==> config.mk <==
export PLATFORM = sky130hd
export DESIGN_NAME = alu_issue_stage
export DESIGN_NICKNAME = d
export VERILOG_FILES = /design/src/rtl/alu_issue_stage.sv
export SDC_FILE = /design/constraint.sdc
export NUM_CORES = 1
export LEC_CHECK = 0
export ABC_AREA = 1
export CORE_MARGIN = 8
export CORE_UTILIZATION = 44
export CTS_CLUSTER_SIZE = 28
export DETAILED_ROUTE_END_ITERATION = 10
export PLACE_DENSITY = 0.86
export SETUP_SLACK_MARGIN = 0.3
export SKIP_CTS_REPAIR_TIMING = 1
export SYNTH_ARGS = -nofsm -noshare
export SYNTH_HDL_FRONTEND = slang
export SYNTH_SLANG_ARGS = --single-unit
==> constraint.sdc <==
create_clock -name clk -period 6.5 [get_ports clk]
set_clock_uncertainty 0.1 [all_clocks]
set_input_delay 1.625 -clock clk [delete_from_list [all_inputs] [get_ports clk]]
set_output_delay 1.625 -clock clk [all_outputs]
set_load 0.1 [all_outputs]
==> src/rtl/alu_issue_stage.sv <==
// Execute-stage front end: decodes an accepted instruction into ALU controls (S1),
// then captures the external ALU's result and flags into an output register (S2).
module alu_issue_stage #(
    parameter int DATA_W = 32,
    parameter int RIDX_W = 5
) (
    input  logic              clk,
    input  logic              reset,
    input  logic              in_valid,
    output logic              in_ready,
    input  logic [5:0]        in_opcode,
    input  logic [5:0]        in_funct,
    input  logic [DATA_W-1:0] in_rs_val,
    input  logic [DATA_W-1:0] in_rt_val,
    input  logic [15:0]       in_imm,
    input  logic [RIDX_W-1:0] in_rt_idx,
    input  logic [RIDX_W-1:0] in_rd_idx,
    output logic [DATA_W-1:0] alu_a,
    output logic [DATA_W-1:0] alu_b,
    output logic [2:0]        alu_op,
    input  logic [DATA_W-1:0] alu_result,
    input  logic              alu_zero,
    output logic              out_valid,
    input  logic              out_ready,
    output logic [DATA_W-1:0] out_result,
    output logic [RIDX_W-1:0] out_dest,
    output logic              out_branch,
    output logic              out_illegal
);

    localparam logic [5:0] OPC_RTYPE = 6'b000000;
    localparam logic [5:0] OPC_BEQ   = 6'b000100;
    localparam logic [5:0] OPC_ADDI  = 6'b001000;
    localparam logic [5:0] OPC_ANDI  = 6'b001100;
    localparam logic [5:0] OPC_ORI   = 6'b001101;
    localparam logic [5:0] OPC_XORI  = 6'b001110;

    localparam logic [2:0] ALU_AND = 3'b000;
    localparam logic [2:0] ALU_OR  = 3'b001;
    localparam logic [2:0] ALU_ADD = 3'b010;
    localparam logic [2:0] ALU_SUB = 3'b110;
    localparam logic [2:0] ALU_XOR = 3'b111;

    logic              s1_valid_q, s1_valid_d;
    logic [DATA_W-1:0] s1_a_q, s1_a_d;
    logic [DATA_W-1:0] s1_b_q, s1_b_d;
    logic [2:0]        s1_op_q, s1_op_d;
    logic [RIDX_W-1:0] s1_dest_q, s1_dest_d;
    logic              s1_beq_q, s1_beq_d;
    logic              s1_illegal_q, s1_illegal_d;

    logic              out_valid_q, out_valid_d;
    logic [DATA_W-1:0] out_result_q, out_result_d;
    logic [RIDX_W-1:0] out_dest_q, out_dest_d;
    logic              out_branch_q, out_branch_d;
    logic              out_illegal_q, out_illegal_d;

    logic              s2_free;
    logic              s1_move;
    logic              accept;

    logic [DATA_W-1:0] dec_a, dec_b;
    logic [2:0]        dec_op;
    logic [RIDX_W-1:0] dec_dest;
    logic              dec_beq, dec_illegal;
    logic [DATA_W-1:0] imm_sext, imm_zext;

    assign s2_free  = !out_valid_q || out_ready;
    assign s1_move  = s1_valid_q && s2_free;
    assign in_ready = !s1_valid_q || s2_free;
    assign accept   = in_valid && in_ready;

    assign imm_sext = {{(DATA_W-16){in_imm[15]}}, in_imm};
    assign imm_zext = {{(DATA_W-16){1'b0}}, in_imm};

    // Unsupported encodings collapse to an all-zero ALU request flagged illegal.
    always_comb begin
        dec_a       = in_rs_val;
        dec_b       = in_rt_val;
        dec_op      = ALU_AND;
        dec_dest    = in_rd_idx;
        dec_beq     = 1'b0;
        dec_illegal = 1'b0;
        case (in_opcode)
            OPC_RTYPE: begin
                case (in_funct)
                    6'b100100: dec_op = ALU_AND;
                    6'b100101: dec_op = ALU_OR;
                    6'b100000: dec_op = ALU_ADD;
                    6'b100010: dec_op = ALU_SUB;
                    6'b100110: dec_op = ALU_XOR;
                    default:   dec_illegal = 1'b1;
                endcase
            end
            OPC_ADDI: begin dec_op = ALU_ADD; dec_b = imm_sext; dec_dest = in_rt_idx; end
            OPC_ANDI: begin dec_op = ALU_AND; dec_b = imm_zext; dec_dest = in_rt_idx; end
            OPC_ORI:  begin dec_op = ALU_OR;  dec_b = imm_zext; dec_dest = in_rt_idx; end
            OPC_XORI: begin dec_op = ALU_XOR; dec_b = imm_zext; dec_dest = in_rt_idx; end
            OPC_BEQ:  begin dec_op = ALU_SUB; dec_dest = '0; dec_beq = 1'b1; end
            default:  dec_illegal = 1'b1;
        endcase
        if (dec_illegal) begin
            dec_a    = '0;
            dec_b    = '0;
            dec_op   = ALU_AND;
            dec_dest = '0;
        end
    end

    always_comb begin
        s1_valid_d   = s1_valid_q;
        s1_a_d       = s1_a_q;
        s1_b_d       = s1_b_q;
        s1_op_d      = s1_op_q;
        s1_dest_d    = s1_dest_q;
        s1_beq_d     = s1_beq_q;
        s1_illegal_d = s1_illegal_q;
        if (accept) begin
            s1_valid_d   = 1'b1;
            s1_a_d       = dec_a;
            s1_b_d       = dec_b;
            s1_op_d      = dec_op;
            s1_dest_d    = dec_dest;
            s1_beq_d     = dec_beq;
            s1_illegal_d = dec_illegal;
        end else if (s1_move) begin
            s1_valid_d = 1'b0;
        end
    end

    always_comb begin
        out_valid_d   = out_valid_q;
        out_result_d  = out_result_q;
        out_dest_d    = out_dest_q;
        out_branch_d  = out_branch_q;
        out_illegal_d = out_illegal_q;
        if (s1_move) begin
            out_valid_d   = 1'b1;
            out_result_d  = s1_illegal_q ? '0 : alu_result;
            out_dest_d    = s1_dest_q;
            out_branch_d  = s1_beq_q && alu_zero;
            out_illegal_d = s1_illegal_q;
        end else if (out_ready) begin
            out_valid_d = 1'b0;
        end
    end

    always_ff @(posedge clk or posedge reset) begin
        if (reset) begin
            s1_valid_q    <= 1'b0;
            s1_a_q        <= '0;
            s1_b_q        <= '0;
            s1_op_q       <= '0;
            s1_dest_q     <= '0;
            s1_beq_q      <= 1'b0;
            s1_illegal_q  <= 1'b0;
            out_valid_q   <= 1'b0;
            out_result_q  <= '0;
            out_dest_q    <= '0;
            out_branch_q  <= 1'b0;
            out_illegal_q <= 1'b0;
        end else begin
            s1_valid_q    <= s1_valid_d;
            s1_a_q        <= s1_a_d;
            s1_b_q        <= s1_b_d;
            s1_op_q       <= s1_op_d;
            s1_dest_q     <= s1_dest_d;
            s1_beq_q      <= s1_beq_d;
            s1_illegal_q  <= s1_illegal_d;
            out_valid_q   <= out_valid_d;
            out_result_q  <= out_result_d;
            out_dest_q    <= out_dest_d;
            out_branch_q  <= out_branch_d;
            out_illegal_q <= out_illegal_d;
        end
    end

    assign alu_a       = s1_a_q;
    assign alu_b       = s1_b_q;
    assign alu_op      = s1_op_q;
    assign out_valid   = out_valid_q;
    assign out_result  = out_result_q;
    assign out_dest    = out_dest_q;
    assign out_branch  = out_branch_q;
    assign out_illegal = out_illegal_q;

endmodule
==> impl_metrics.csv, run 1 <==
group,metric,value,unit
die,die_h,123,um
timing,timing.hold.ws,373,ps
worst_setup_path,critical_path.most_common_cell,"clkdlybuf4s50_1",
cts,clk_pin_slew,50,ps
power,p_switching,0.000948,W
global_route,grt_max_degree,72,
logic_synthesis,synth_top_area_share,56.8,%
worst_setup_path,timing.rr.start,"out_valid$_DFFE_PP0P_",
worst_setup_path,path_delay_family,"buffers and inverters",
global_route,antenna_found_initial,0,
timing,relSlewSlack,12.6,%
detailed_routing,firstDrtPassIters,5,
final_layout,layout-drive-gt1-share,6.09,%
die,die_x,123,um
global_route,overflow,0,
worst_hold_path,min_to,"out_dest[0]$_DFFE_PP0P_",
worst_setup_path,ff2ff_setup_slack,4050,ps
timing,finalHoldViolations,0,
logic_synthesis,ys_seq_elements,115,
logic_synthesis,ys_seq_area_share,56.8,%
timing,worst_pin_slew,1310,ps
worst_hold_path,hold_class,"reg -> reg",
worst_setup_path,cp_data_arrival_time,3450,ps
placement,placed_area,7500,um^2
global_route,grt_first_pass_wirelength,26.4,mm
logic_synthesis,synthCells,559,
detailed_routing,remaining_drc_errors,0,
detailed_routing,vias,4863,
die,core_area,11300,um^2
power,peakVddDrop,0.304,mV
worst_setup_path,crit_path_max_fanout,3,
timing,slew_violations,0,
worst_setup_path,reg2reg_to,"alu_op[1]$_DFFE_PP0P_",
timing,setup_tns,0,ps
cts,cts_made_buffers,17,
detailed_routing,via_per_inst,5.13,
placement,place_ws,1320,ps
logic_synthesis,synth_largest_area_cell,"dfrtp_1",
worst_hold_path,hold_start,"out_dest[0]$_DFFE_PP0P_",
final_layout,antenna_cells,0,
power,seqPwrFrac,32.7,%
placement,hpwl,12.2,mm
detailed_routing,detail-route-antenna-nets,0,
placement,io_buffers,246,
worst_setup_path,slowest_delay,1160,ps
timing,layout_setup_ws,1330,ps
worst_setup_path,crit_required,4780,ps
power,switching_share,37.8,%
worst_setup_path,start_kind,"input pin",
timing,fin_crit,5170,ps
die,row_count,39,
global_route,grt_pass1_vias,5172,
cts,clk_latency,400,ps
logic_synthesis,avgSynthCellArea,9.06,um^2
cts,clockBufferDepth,2,
logic_synthesis,syn_nets,698,
timing,period_share,79.6,%
cts,numClockSinks,115,
final_layout,area_growth,58.7,%
power,intPower,0.00156,W
status,status,"completed",
timing,grt_setup_unrepaired,"false",
worst_setup_path,critPathSlowestCell,"clkdlybuf4s50_1",
power,pwr-share-comb,33.4,%
cts,ctsRootBufferMaster,"clkbuf_16",
logic_synthesis,post_synth_num_cell_types,28,
timing,setup_viol,0,
die,initial_core_util,44.7,%
power,power,0.00251,W
final_layout,layout_common_cells,"246 x clkdlybuf4s50_1, 226 x nand2_1, 115 x dfrtp_1",
final_layout,final_common_cell,"clkdlybuf4s50_1",
power,power.density,312,nW/um^2
worst_hold_path,hold_path_depth,2,
worst_setup_path,worstSetupPathType,"in -> out",
job,max_cap_violations,0,
cts,htreeDepth,4,
power,power.leakage,3.91,nW
final_layout,finalNetCount,931,
logic_synthesis,synth.area.top_cells,"dfrtp_1 57%, nand2_1 17%, nand3_1 9.0%",
detailed_routing,drt-initial-drc-count,435,
power,clockPowerShare,33.9,%
worst_setup_path,setup.worst_path.end_class,"output pin",
detailed_routing,wire_per_inst,18.0,um
die,pin_count,247,
worst_setup_path,rr_worst_depth,5,
detailed_routing,totalWireLength,17.1,mm
worst_setup_path,cp_num_buf_inv,3,
worst_setup_path,path_cells,"clkdlybuf4s50_1 -> inv_1 -> nand3_1 -> clkdlybuf4s50_1",
final_layout,fin_area,8040,um^2
timing,fmax,193,MHz
cts,cts_tree,"done",
die,die_area,15200,um^2
global_route,grt_use_total,22.4,%
logic_synthesis,synth_area,5060,um^2
logic_synthesis,yosys_warnings,0,
placement,place.gp.congestion,0.808,
==> Yosys cell counts <==
library cell	instances
nand4_1	3
or2_2	7
nor2_1	6
nor2_2	3
nand3_2	1
nor3_2	1
a21oi_4	1
buf_2	16
nand2_1	227
or2_0	7
inv_2	1
nand3_4	1
a21oi_1	1
a21oi_2	1
dfrtp_1	115
o211ai_1	1
nand3b_1	1
a22o_1	32
o21ai_0	4
buf_6	11
nand3_1	91
nor2_4	2
buf_4	1
inv_1	14
xor2_1	1
clkbuf_1	7
nand2_4	1
or2_1	2
==> worst min-delay path: stages (launching register included) <==
cell and delay, ps:
dfrtp_1 340, nand2_1 50, nand2_1 50
==> worst max-delay path by stage <==
stage | end | start | slack, ps | depth (start not counted)
4_1_cts | in_ready | out_ready | 1310 | 4
2_1_floorplan | alu_a[0]$_DFFE_PP0P_ | reset | 1730 | 1
3_5_place_dp | in_ready | out_ready | 1320 | 4
6_report | in_ready | out_ready | 1330 | 4
3_3_place_gp | in_ready | out_ready | 1340 | 4
5_1_grt | in_ready | out_ready | 1270 | 4
==> sequential cells by signal, indices dropped and copies added, names as in the netlist <==
signal / count
out_branch: 1
s1_illegal_q: 1
s1_valid_q: 1
out_valid: 1
s1_beq_q: 1
alu_b: 32
s1_dest_q: 5
alu_op: 3
alu_a: 32
out_result: 32
out_illegal: 1
out_dest: 5
==> power groups by stage <==
stage	Sequential (W)	Combinational, W	Clock (W)
after floorplan	0.00127	0.000145	0
after global placement	0.000826	0.000832	0
after detailed placement	0.000830	0.000838	0
after CTS	0.000820	0.000843	0.000865
after global routing	0.000827	0.000870	0.000904
final	0.000821	0.000839	0.000851
==> area by class of cell <==
cell class / instances / area, um^2
Fill cell: 834 / 3280
Clock buffer: 28 / 497
Timing Repair Buffer: 249 / 2480
Multi-Input combinational cell: 394 / 1900
Clock inverter: 4 / 47.5
Sequential cell: 115 / 2880
Inverter: 15 / 58.8
Tap cell: 143 / 179
==> per-layer routing <==
metal,GRT usage [%],vias to the layer above,routed length [um]
met4,6.92,0,229
met2,38.2,228,8340
met5,0,-,0
met3,9.59,20,1870
met1,25.0,2326,6620
li1,-,2289,-
==> through the flow <==
step,utilization (%),cells
CTS,71.0,948
global route,71.0,948
finish,71.0,948
floorplan,-,559
detailed placement,66.2,916
global placement,66.2,916
==> cells by family (layout without fill, tap and decap cells) <==
logic type | count (synthesis) | in the layout | synth area share (%)
simple gates | 353 | 353 | 30.5
flops | 115 | 115 | 56.8
buf+inv | 50 | 296 | 5.81
compound gates | 40 | 40 | 6.67
xor+xnor | 1 | 1 | 0.173
Note: power is estimated with default switching activity, not from simulation.
==> inputs of run 2 (changes only) <==
CORE_UTILIZATION = 37   (was 44)
PLACE_DENSITY = 0.77   (was 0.86)
clock period = 4.6 ns   (was 6.5 ns; I/O delays follow)
==> run 2 against run 1 <==
Compared with the run above: sequential share of layout area is 0.52 points lower; clock-buffer cell count is 6 lower; total power grew 47%; first-iteration DRC count decreased by 29%; largest cell class unchanged.
==> impl_metrics.csv, run 2 (synthesis results as in run 1) <==
group,metric,value,unit
status,status,"completed",
final_layout,multi_input_area,1900,um^2
detailed_routing,remaining_drc_errors,0,
die,die_x,133,um
final_layout,layoutNonFillerInstCount,983,
final_layout,area_growth,61.1,%
die,pin_count,247,
cts,clockBufferDepth,2,
cts,clk_pin_slew,50,ps
timing,worst_pin_slew,1210,ps
cts,ctsRootBufferMaster,"clkbuf_16",
cts,cts_made_buffers,17,
final_layout,antenna_cells,0,
worst_setup_path,critPathSlowestCell,"clkdlybuf4s50_1",
job,max_cap_violations,0,
detailed_routing,vias,4858,
timing,fmax,295,MHz
global_route,grt_first_pass_wirelength,27.1,mm
final_layout,finalNetCount,933,
global_route,grt_max_degree,78,
worst_setup_path,slowest_delay,450,ps
timing,period_share,73.6,%
global_route,grt_use_total,19.1,%
timing,finalHoldViolations,0,
detailed_routing,firstDrtPassIters,7,
detailed_routing,detail-route-antenna-nets,0,
power,power.density,451,nW/um^2
power,peakVddDrop,0.221,mV
die,die_area,17700,um^2
timing,setup_tns,0,ps
final_layout,layout-drive-gt1-share,7.06,%
die,core_area,13300,um^2
final_layout,fill_cells,1163,
placement,io_buffers,246,
worst_setup_path,crit_required,3350,ps
worst_setup_path,path_delay_family,"buffers and inverters",
timing,fin_crit,3380,ps
timing,slew_violations,0,
cts,numClockSinks,115,
cts,htreeDepth,4,
die,die_h,133,um
global_route,grt_pass1_vias,5109,
global_route,overflow,0,
placement,dp_cells,951,
worst_hold_path,hold_class,"reg -> reg",
placement,hpwl,12.3,mm
worst_setup_path,start_kind,"input pin",
die,row_count,42,
timing,setup_viol,0,
timing,relSlewSlack,19.2,%
placement,place.gp.congestion,0.867,
power,power.leakage,3.96,nW
die,initial_core_util,38.1,%
cts,clk_latency,390,ps
final_layout,seqCellArea,2880,um^2
final_layout,final_common_cell,"clkdlybuf4s50_1",
detailed_routing,totalWireLength,17.2,mm
worst_setup_path,path_cells,"clkdlybuf4s50_1 -> inv_1 -> nand3_1 -> buf_4",
global_route,antenna_found_initial,1,
worst_setup_path,worstSetupPathType,"in -> out",
detailed_routing,via_per_inst,4.94,
detailed_routing,drt-initial-drc-count,309,
timing,timing.hold.ws,370,ps
final_layout,layout_common_cells,"245 x clkdlybuf4s50_1, 226 x nand2_1, 115 x dfrtp_1",
cts,cts_tree,"done",
worst_setup_path,cp_num_buf_inv,3,
timing,grt_setup_unrepaired,"false",
worst_setup_path,crit_path_max_fanout,3,
worst_setup_path,cp_data_arrival_time,2130,ps
worst_setup_path,setup.worst_path.end_class,"output pin",
detailed_routing,wire_per_inst,17.5,um
## run 2: changes by cell type in the layout (fill, tap and decap cells not counted)
| cell | before | now |
|---|---|---|
| clkbuf_1 | 8 | 3 |
| clkinv_2 | 2 | 5 |
| buf_4 | 3 | 5 |
| bufinv_16 | 1 | 3 |
| buf_12 | 0 | 1 |
| clkbuf_8 | 3 | 2 |
| clkdlybuf4s50_1 | 246 | 245 |
| clkinv_4 | 0 | 1 |
## run 2: area by class of cell
type / instances / area share, %
Timing Repair Buffer: 251 / 30.8
Tap cell: 176 / 2.70
Inverter: 15 / 0.721
Sequential cell: 115 / 35.3
Clock buffer: 22 / 5.69
Multi-Input combinational cell: 394 / 23.2
Clock inverter: 10 / 1.61
## run 2: final timing paths
| kind | from | end | slack (ps) | cells after the start |
|---|---|---|---|---|
| worst max-delay path | out_ready | in_ready | 1220 | 4 |
| worst min-delay path | out_dest[1]$_DFFE_PP0P_ | out_dest[1]$_DFFE_PP0P_ | 370 | 2 |
| worst max register to register | out_valid$_DFFE_PP0P_ | alu_op[1]$_DFFE_PP0P_ | 2530 | 5 |
| worst min register to register | out_dest[1]$_DFFE_PP0P_ | out_dest[1]$_DFFE_PP0P_ | 370 | 2 |
| max in group asynchronous | reset | out_result[21]$_DFFE_PP0P_ | 2440 | 3 |
| min in group asynchronous | reset | out_result[29]$_DFFE_PP0P_ | 1140 | 2 |
## run 2: metal layers
layer	track usage [%]	up-vias	part of all wire (%)
li1	-	2289	-
met1	22.7	2333	42
met2	30.8	203	48
met3	6.81	31	8.1
met4	7.82	2	2.2
met5	0	-	0.076
## run 2: stage by stage
| step | cell area (um^2) | util, % | setup slack, ps | power [W] |
|---|---|---|---|---|
| 2_1_floorplan | 5060 | - | 306 | 0.00200 |
| 3_3_place_gp | 7560 | 56.9 | 1190 | 0.00235 |
| 3_5_place_dp | 7560 | 56.9 | 1150 | 0.00236 |
| 4_1_cts | 8160 | 61.4 | 1210 | 0.00371 |
| 5_1_grt | 8160 | 61.4 | 1120 | 0.00380 |
| 6_report | 8160 | 61.4 | 1220 | 0.00368 |
## run 2: report_power, final
| group | switching (W) | total (W) | internal, W |
|---|---|---|---|
| combinational | 0.000863 | 0.00119 | 0.000322 |
| clock | 0.000463 | 0.00134 | 0.000877 |
| sequential | 0.0000528 | 0.00116 | 0.00110 |
## run 2: worst reg2reg max path, cell delays in order (launching register included)
cell and delay [ps]:
dfrtp_1 440, nand3_1 180, nand2_2 120, inv_2 780, o21ai_0 270, nand2_1 110
==> inputs of run 3 (changes only) <==
CORE_UTILIZATION = 41   (was 37)
PLACE_DENSITY = 0.81   (was 0.77)
clock period = 3.2 ns   (was 4.6 ns; I/O delays follow)
==> run 3 against run 2 <==
Compared with the run above: critical path depth did not move; clock-buffer cell count did not move; combinational power grew 40%; sequential share of layout area increased by 0.95 points; critical endpoint unchanged; highest routed layer is now met4.
==> impl_metrics.csv, run 3 (synthesis results as in run 1) <==
group,metric,value,unit
status,status,"completed",
worst_setup_path,path_cells,"clkdlybuf4s50_1 -> inv_1 -> nand3_2 -> buf_12",
detailed_routing,drt-initial-drc-count,381,
final_layout,utilization,65.9,%
detailed_routing,totalWireLength,16.8,mm
timing,grt_setup_unrepaired,"false",
cts,ctsRootBufferMaster,"clkbuf_16",
worst_setup_path,critPathSlowestCell,"clkdlybuf4s50_1",
detailed_routing,remaining_drc_errors,0,
die,die_x,127,um
final_layout,seqCellArea,2880,um^2
cts,clockBufferDepth,2,
final_layout,layout-drive-gt1-share,20.9,%
die,die_area,16200,um^2
detailed_routing,detail-route-antenna-nets,0,
worst_setup_path,worstSetupPathType,"in -> out",
cts,cts_tree,"done",
cts,clk_latency,400,ps
cts,htreeDepth,4,
detailed_routing,vias,4851,
worst_setup_path,start_kind,"input pin",
final_layout,antenna_cells,0,
detailed_routing,firstDrtPassIters,5,
cts,cts_made_buffers,17,
worst_setup_path,crit_required,2300,ps
final_layout,fin_area,7940,um^2
timing,setup_viol,0,
timing,fin_crit,2600,ps
timing,setup_tns,0,ps
worst_setup_path,crit_path_max_fanout,3,
global_route,grt_first_pass_wirelength,26.8,mm
cts,clk_pin_slew,50,ps
global_route,overflow,0,
timing,slew_violations,0,
timing,relSlewSlack,20.4,%
power,power.leakage,4.19,nW
power,power.density,664,nW/um^2
timing,finalHoldViolations,0,
timing,period_share,81.2,%
die,row_count,40,
worst_setup_path,slowest_delay,400,ps
worst_hold_path,hold_class,"reg -> reg",
timing,worst_pin_slew,1190,ps
cts,numClockSinks,115,
die,initial_core_util,42.0,%
die,die_h,127,um
die,core_area,12100,um^2
timing,layout_setup_ws,601,ps
final_layout,multi_input_area,1900,um^2
global_route,grt_max_degree,116,
timing,timing.hold.ws,376,ps
timing,fmax,385,MHz
placement,io_buffers,246,
global_route,grt_pass1_vias,5133,
placement,hpwl,12.0,mm
detailed_routing,via_per_inst,4.97,
final_layout,final_common_cell,"nand2_1",
worst_setup_path,cp_data_arrival_time,1700,ps
placement,place_ws,242,ps
final_layout,area_growth,56.8,%
detailed_routing,wire_per_inst,17.2,um
final_layout,fill_cells,918,
global_route,antenna_found_initial,0,
placement,place.gp.congestion,0.811,
placement,placed_area,7330,um^2
global_route,grt_use_total,20.9,%
worst_setup_path,setup.worst_path.end_class,"output pin",
final_layout,finalNetCount,935,
final_layout,layout_common_cells,"226 x nand2_1, 138 x clkdlybuf4s50_1, 115 x dfrtp_1",
power,peakVddDrop,0.401,mV
job,max_cap_violations,0,
die,pin_count,247,
## run 3: changes by cell type in the layout (fill, tap and decap cells not counted), sizes merged
| cell | delta |
|---|---|
| clkdlybuf4s50 | -107 |
| clkinv | +1 |
| buf | +109 |
| inv | -1 |
## run 3: final timing paths
| path | start | endpoint | slack (ps) | cells after the start |
|---|---|---|---|---|
| max in group asynchronous | reset | alu_b[15]$_DFFE_PP0P_ | 1710 | 3 |
| worst min-delay path | s1_dest_q[2]$_DFFE_PP0P_ | out_dest[2]$_DFFE_PP0P_ | 380 | 2 |
| worst max-delay path | out_ready | in_ready | 600 | 4 |
| min in group asynchronous | reset | out_result[21]$_DFFE_PP0P_ | 850 | 3 |
| worst min register to register | s1_dest_q[2]$_DFFE_PP0P_ | out_dest[2]$_DFFE_PP0P_ | 380 | 2 |
| worst max register to register | out_valid$_DFFE_PP0P_ | alu_op[1]$_DFFE_PP0P_ | 1270 | 5 |
## run 3: metal layers
| metal | vias to the layer above | global-route usage [%] | part of all wire (%) |
|---|---|---|---|
| met1 | 2275 | 24.3 | 41 |
| met5 | - | 0 | 0 |
| li1 | 2305 | - | - |
| met2 | 236 | 34.0 | 47 |
| met4 | 0 | 9.73 | 3.0 |
| met3 | 35 | 7.40 | 9.4 |
## run 3: worst max-delay path, delay by kind of cell
kind          cells  cell delay (ps)
buf+inv           3              740
simple gates      1              150
## run 3: layout make-up
class	count	share of cell area [%]
Inverter	15	0.756
Clock buffer	22	6.10
Clock inverter	10	1.62
Timing Repair Buffer	253	28.7
Multi-Input combinational cell	394	23.9
Tap cell	168	2.65
Sequential cell	115	36.2
## run 3: per-stage QoR
stage          cells  power, W
2_1_floorplan    559   0.00287
5_1_grt          977   0.00545
6_report         977   0.00528
3_3_place_gp     945   0.00334
4_1_cts          977   0.00532
3_5_place_dp     945   0.00336
## run 3: report_power, final
| part | internal (W) | switching (W) | total (W) |
|---|---|---|---|
| Sequential | 0.00159 | 0.0000793 | 0.00166 |
| Clock | 0.00130 | 0.000639 | 0.00194 |
| Combinational | 0.000426 | 0.00125 | 0.00167 |
| Total | 0.00331 | 0.00197 | 0.00528 |
